## src/rtl/fifo_wr_arbiter_pkg.sv

```systemverilog
// rtl/fifo_wr_arbiter_pkg.sv - shared types and defaults for the FIFO write-port arbiter
package fifo_wr_arbiter_pkg;
    localparam int DATA_WIDTH    = 32;
    localparam int ADDR_WIDTH    = 4;
    localparam int NUM_REQ_DEF   = 4;
    localparam int MAX_BURST_DEF = 4;

    typedef enum logic {
        IDLE  = 1'b0,
        BURST = 1'b1
    } arb_state_e;
endpackage

```

## src/rtl/fifo_wr_arbiter_rr_pick.sv

```systemverilog
// rtl/fifo_wr_arbiter_rr_pick.sv - combinational round-robin pick starting at ptr
module fifo_wr_arbiter_rr_pick #(
    parameter int N = 4,
    localparam int IW = $clog2(N),
    localparam int IW1 = IW + 1
) (
    input  logic [N-1:0]  req,
    input  logic [IW-1:0] ptr,
    output logic          found,
    output logic [IW-1:0] idx
);
    logic [IW:0] cand;

    // Walk offsets from farthest to nearest so the last hit is the closest to ptr.
    always_comb begin
        found = 1'b0;
        idx   = '0;
        cand  = '0;
        for (int k = N - 1; k >= 0; k--) begin
            cand = {1'b0, ptr} + IW1'(k);
            if (cand >= IW1'(N)) begin
                cand = cand - IW1'(N);
            end
            if (req[cand[IW-1:0]]) begin
                found = 1'b1;
                idx   = cand[IW-1:0];
            end
        end
    end
endmodule

```

## src/rtl/fifo_wr_arbiter.sv

```systemverilog
// rtl/fifo_wr_arbiter.sv - burst round-robin arbiter for the async FIFO write port
module fifo_wr_arbiter #(
    parameter int NUM_REQ    = fifo_wr_arbiter_pkg::NUM_REQ_DEF,
    parameter int MAX_BURST  = fifo_wr_arbiter_pkg::MAX_BURST_DEF,
    parameter int DATA_WIDTH = fifo_wr_arbiter_pkg::DATA_WIDTH,
    localparam int IDW = $clog2(NUM_REQ)
) (
    input  logic                               w_clk,
    input  logic                               wrst,
    input  logic [NUM_REQ-1:0]                 req,
    input  logic [NUM_REQ-1:0][DATA_WIDTH-1:0] req_data,
    input  logic [NUM_REQ-1:0]                 req_last,
    output logic [NUM_REQ-1:0]                 gnt,
    input  logic                               f_full,
    output logic                               w_en,
    output logic [DATA_WIDTH-1:0]              d_out,
    output logic                               busy,
    output logic [IDW-1:0]                     owner_id
);
    import fifo_wr_arbiter_pkg::*;

    localparam int CW = $clog2(MAX_BURST + 1);

    arb_state_e     state_q, state_d;
    logic [IDW-1:0] owner_q, owner_d;
    logic [IDW-1:0] rr_ptr_q, rr_ptr_d;
    logic [CW-1:0]  beat_cnt_q, beat_cnt_d;
    logic [IDW-1:0] owner_next;
    logic [IDW-1:0] pick_idx;
    logic           pick_found;
    logic           own_req;
    logic           beat;

    fifo_wr_arbiter_rr_pick #(.N(NUM_REQ)) u_pick (
        .req   (req),
        .ptr   (rr_ptr_q),
        .found (pick_found),
        .idx   (pick_idx)
    );

    always_comb begin
        state_d    = state_q;
        owner_d    = owner_q;
        rr_ptr_d   = rr_ptr_q;
        beat_cnt_d = beat_cnt_q;
        gnt        = '0;
        w_en       = 1'b0;
        d_out      = '0;
        beat       = 1'b0;
        own_req    = req[owner_q];
        owner_next = (owner_q == IDW'(NUM_REQ - 1)) ? '0 : owner_q + 1'b1;

        case (state_q)
            IDLE: begin
                if (pick_found) begin
                    owner_d    = pick_idx;
                    beat_cnt_d = '0;
                    state_d    = BURST;
                end
            end
            BURST: begin
                beat         = own_req & ~f_full;
                w_en         = beat;
                gnt[owner_q] = beat;
                if (own_req) begin
                    d_out = req_data[owner_q];
                end
                // A dropped request ends the burst even while the FIFO is full.
                if (!own_req || (beat && (req_last[owner_q] ||
                                          beat_cnt_q == CW'(MAX_BURST - 1)))) begin
                    state_d    = IDLE;
                    rr_ptr_d   = owner_next;
                    beat_cnt_d = '0;
                end else if (beat) begin
                    beat_cnt_d = beat_cnt_q + 1'b1;
                end
            end
            default: state_d = IDLE;
        endcase
    end

    always_ff @(posedge w_clk) begin
        if (wrst) begin
            state_q    <= IDLE;
            owner_q    <= '0;
            rr_ptr_q   <= '0;
            beat_cnt_q <= '0;
        end else begin
            state_q    <= state_d;
            owner_q    <= owner_d;
            rr_ptr_q   <= rr_ptr_d;
            beat_cnt_q <= beat_cnt_d;
        end
    end

    assign busy     = (state_q == BURST);
    assign owner_id = owner_q;
endmodule

```

## config.mk

```make
export PLATFORM = sky130hd
export DESIGN_NAME = fifo_wr_arbiter
export DESIGN_NICKNAME = d
export VERILOG_FILES = /design/src/rtl/fifo_wr_arbiter_pkg.sv /design/src/rtl/fifo_wr_arbiter_rr_pick.sv /design/src/rtl/fifo_wr_arbiter.sv
export SDC_FILE = /design/constraint.sdc
export NUM_CORES = 1
export LEC_CHECK = 0
export ABC_AREA = 0
export CAP_MARGIN = 10
export CORE_ASPECT_RATIO = 1.2
export CORE_MARGIN = 2
export CORE_UTILIZATION = 25
export DETAILED_ROUTE_END_ITERATION = 6
export PLACE_DENSITY = 0.87
export SYNTH_ARGS = -nofsm -noshare
export SYNTH_HDL_FRONTEND = slang
export SYNTH_HIERARCHICAL = 1
export SYNTH_SLANG_ARGS = --single-unit
```

## constraint.sdc

```tcl
create_clock -name w_clk -period 2.11 [get_ports w_clk]
set_clock_uncertainty 0.2 [all_clocks]
set_input_delay 0.422 -clock w_clk [delete_from_list [all_inputs] [get_ports w_clk]]
set_output_delay 0.422 -clock w_clk [all_outputs]
set_load 0.05 [all_outputs]
```

==> results.toml, run 1 <==
[synthesis]
syn_inst = 150
ys_seq_elements = 8
synth_top_area_cell = "mux4_2"
synth_ff_type = "dfxtp_1"
synthTopCellsByArea = "mux4_2 47%, and3_1 13%, dfxtp_1 10%"
synthesis.area_um2 = 1580
synth_xor_area_share_pct = 0
synth_compound_area_share_pct = 5.53
async_reset_ff_share_pct = 0
synthSimpleGateAreaFrac_pct = 23.7
synth.distinct_cells = 28
ys_seq_area_share_pct = 10.1
synth_top_area_share_pct = 47.0
synthMuxAreaShare_pct = 50.2
synth_fa_ha_area_share_pct = 4.74
avgSynthCellArea_um2 = 10.6
synth_nets = 295
yosysWarnings = 6
synth_edf_count = 0
synth_top_family_by_area = "multiplexers"

[floorplan]
fp.dieH_um = 91.2
die_area_um2 = 6990
placeableCoreArea_um2 = 6090
rows = 31
pin_count = 179
die_w_um = 76.6
initial_core_util_pct = 26.0

[finish]
syn2layout_area_growth_pct = 149
n_antenna_cell = 0
nets = 484
layout-drive-gt1-share_pct = 43.8

[global_routing]
grt_pass1_wl_um = 12300
grt_max_degree = 33
grt_usage_pct = 22.0
grt_pass1_vias = 2317
grt-ovfl-total = 0
grt_antenna_before_repair = 0

[detailed_routing]
num_vias = 2088
detail-route-antenna-nets = 0
wl_um = 7790
drt_pass1_iterations = 5
wl_per_cell_um = 18.6
drt_iter0_drc = 79
highest_layer = "met4"
wl_met2_um = 4110
met1Wirelength_um = 2830
drt-vias-per-instance = 4.97
wl_met3_um = 645
drc = 0

[setup_path]
cpMaxStageDelayCell = "mux4_2"
r2r_start = "owner_id[0]$_SDFFE_PP0P_"
crit-reg2reg-capture = "beat_cnt_q[0]$_SDFFE_PP0P_"
cp_cell_sequence = "dlygate4sd2_1, mux4_2, buf_6, nand2_4, nor2_4, and2_4, buf_12"
path_class = "in -> out"
crit_required_ns = 1.49
regToRegSetupSlack_ns = -0.22
critPathCaptureType = "output pin"
cp-endpoint = "gnt[0]"
crit_start = "req[2]"
critPathMaxFanout = 5
slowest_delay_ns = 0.53
crit_arrival_ns = 1.78
critPathLaunchType = "primary input"
r2r_cells = 6

[timing]
finalHoldViolCount = 0
max_freq_ghz = 0.416
fin_ws_ns = -0.295
fin_crit_ns = 2.41
tightestPinTransition_ns = 0.431
max_slew_margin_pct = 71.1
drv_slew = 0
period_share_pct = 114
setup_viol = 40
rsz0062_at_grt = "true"

[placed_design]
post-place-ws_ns = -0.579
dp_hpwl_um = 6170
gp_congestion = 0.942
io_buffers = 178

[outcome]
violations = "negative setup slack"
status = "finished, violations left"

[clock_tree]
postCtsHoldBufs = 0
cts_tree = "done"
clk_latency_ns = 0.23
cts_buffers = 3
clk_pin_slew_worst_paths_ns = 0.04
cts_root_buf = "clkbuf_8"
cts_htree_levels = 1
clockBufferDepth = 2
clock-sinks = 8

[power]
power-per-cell-area_nw_per_um2 = 367
leakagePower_nw = 1.55
vdd_drop_max_mv = 0.384
p_total_mw = 1.44

[worst_hold_path]
min_path_type = "reg -> reg"

[run]
drv_cap = 0
## worst max-delay path, delay by kind of cell
kind | cells | cell delay, ns
buf+inv | 3 | 0.54
mux | 1 | 0.53
simple gates | 3 | 0.28
## per-layer routing
layer  GRT usage [%]  vias up
met1            24.0      984
met4            6.82        0
li1                -      971
met2            40.7      115
met5               0        -
met3            6.56       18
## repair_timing
action | in CTS | in global routing
endpoints found under the setup margin | 42 | 41
resized for setup | 42 | 6
buffers inserted | 3 | 2
pin swaps | 0 | 4
## power breakdown
part           internal [mW]  switching, mW
logic                  0.616          0.451
clock network          0.131         0.0628
registers              0.163         0.0209
## metrics by stage
stage | area, um2 | setup TNS, ns | instances | hold slack (ns) | util [%]
final | 3940 | -9.89 | 420 | 0.257 | 64.7
after global routing | 3940 | -11.45 | 420 | 0.288 | 64.7
after CTS | 3900 | -9.72 | 418 | 0.260 | 64.0
after detailed placement | 3700 | -22.49 | 411 | 0.255 | 60.7
after global placement | 3700 | -20.88 | 411 | 0.246 | 60.7
after floorplan | 1690 | -6.61 | 150 | 0.240 | -
## registers in the layout, indices dropped and copies added (netlist names)
| name | count |
|---|---|
| busy | 1 |
| beat_cnt_q | 3 |
| owner_id | 2 |
| rr_ptr_q | 2 |
## how the worst min path moves through the flow
stage | startpoint | slack (ns) | cells after the start | end
after global routing | beat_cnt_q[1]$_SDFFE_PP0P_ | 0.29 | 2 | beat_cnt_q[1]$_SDFFE_PP0P_
after CTS | beat_cnt_q[1]$_SDFFE_PP0P_ | 0.26 | 2 | beat_cnt_q[1]$_SDFFE_PP0P_
after floorplan | beat_cnt_q[1]$_SDFFE_PP0P_ | 0.24 | 2 | beat_cnt_q[1]$_SDFFE_PP0P_
after detailed placement | beat_cnt_q[1]$_SDFFE_PP0P_ | 0.26 | 2 | beat_cnt_q[1]$_SDFFE_PP0P_
final | beat_cnt_q[1]$_SDFFE_PP0P_ | 0.26 | 2 | beat_cnt_q[1]$_SDFFE_PP0P_
after global placement | beat_cnt_q[1]$_SDFFE_PP0P_ | 0.25 | 2 | beat_cnt_q[1]$_SDFFE_PP0P_
## final cells by class
cell class / count / area, um2
repair buffers: 200 / 2150
fillers: 468 / 2150
multi-input cells: 121 / 1450
flip-flops and latches: 8 / 169
well taps: 82 / 103
clock buffers: 4 / 45.0
inverters: 5 / 18.8
## cell usage after synthesis (all sizes together), types with 2 or more instances
cell type / n
a211oi: 2
a21oi: 5
and2: 4
and3: 32
buf: 5
clkbuf: 11
dfxtp: 8
ha: 6
inv: 5
mux2i: 4
mux4: 33
nand2: 5
nand2b: 4
nor2: 11
nor2b: 3
nor3: 2
or4: 2
## cells in the final DEF (no fill, tap or decap), drive strengths merged, types with 5 or more instances in the layout
master / count
a21oi: 5
and3: 32
buf: 62
clkdlybuf4s50: 134
dfxtp: 8
ha: 6
inv: 5
mux4: 33
nand2: 5
nor2: 11
## cells by family (layout without fill, tap and decap cells)
logic type,Yosys count,in the layout
adder cells (fa/ha/maj),6,6
flip-flops,8,8
AND/OR/NAND/NOR,66,66
AO/OA/AOI/OAI,11,11
multiplexers,38,38
buffers and inverters,21,209
No activity file was read; power rests on OpenSTA's default activity.
==> run 2, diff against run 1 <==
Settings changed: SLEW_MARGIN set to 20.
==> results of run 2 <==
The final DEF is identical to that of run 1; final timing and power are the same.
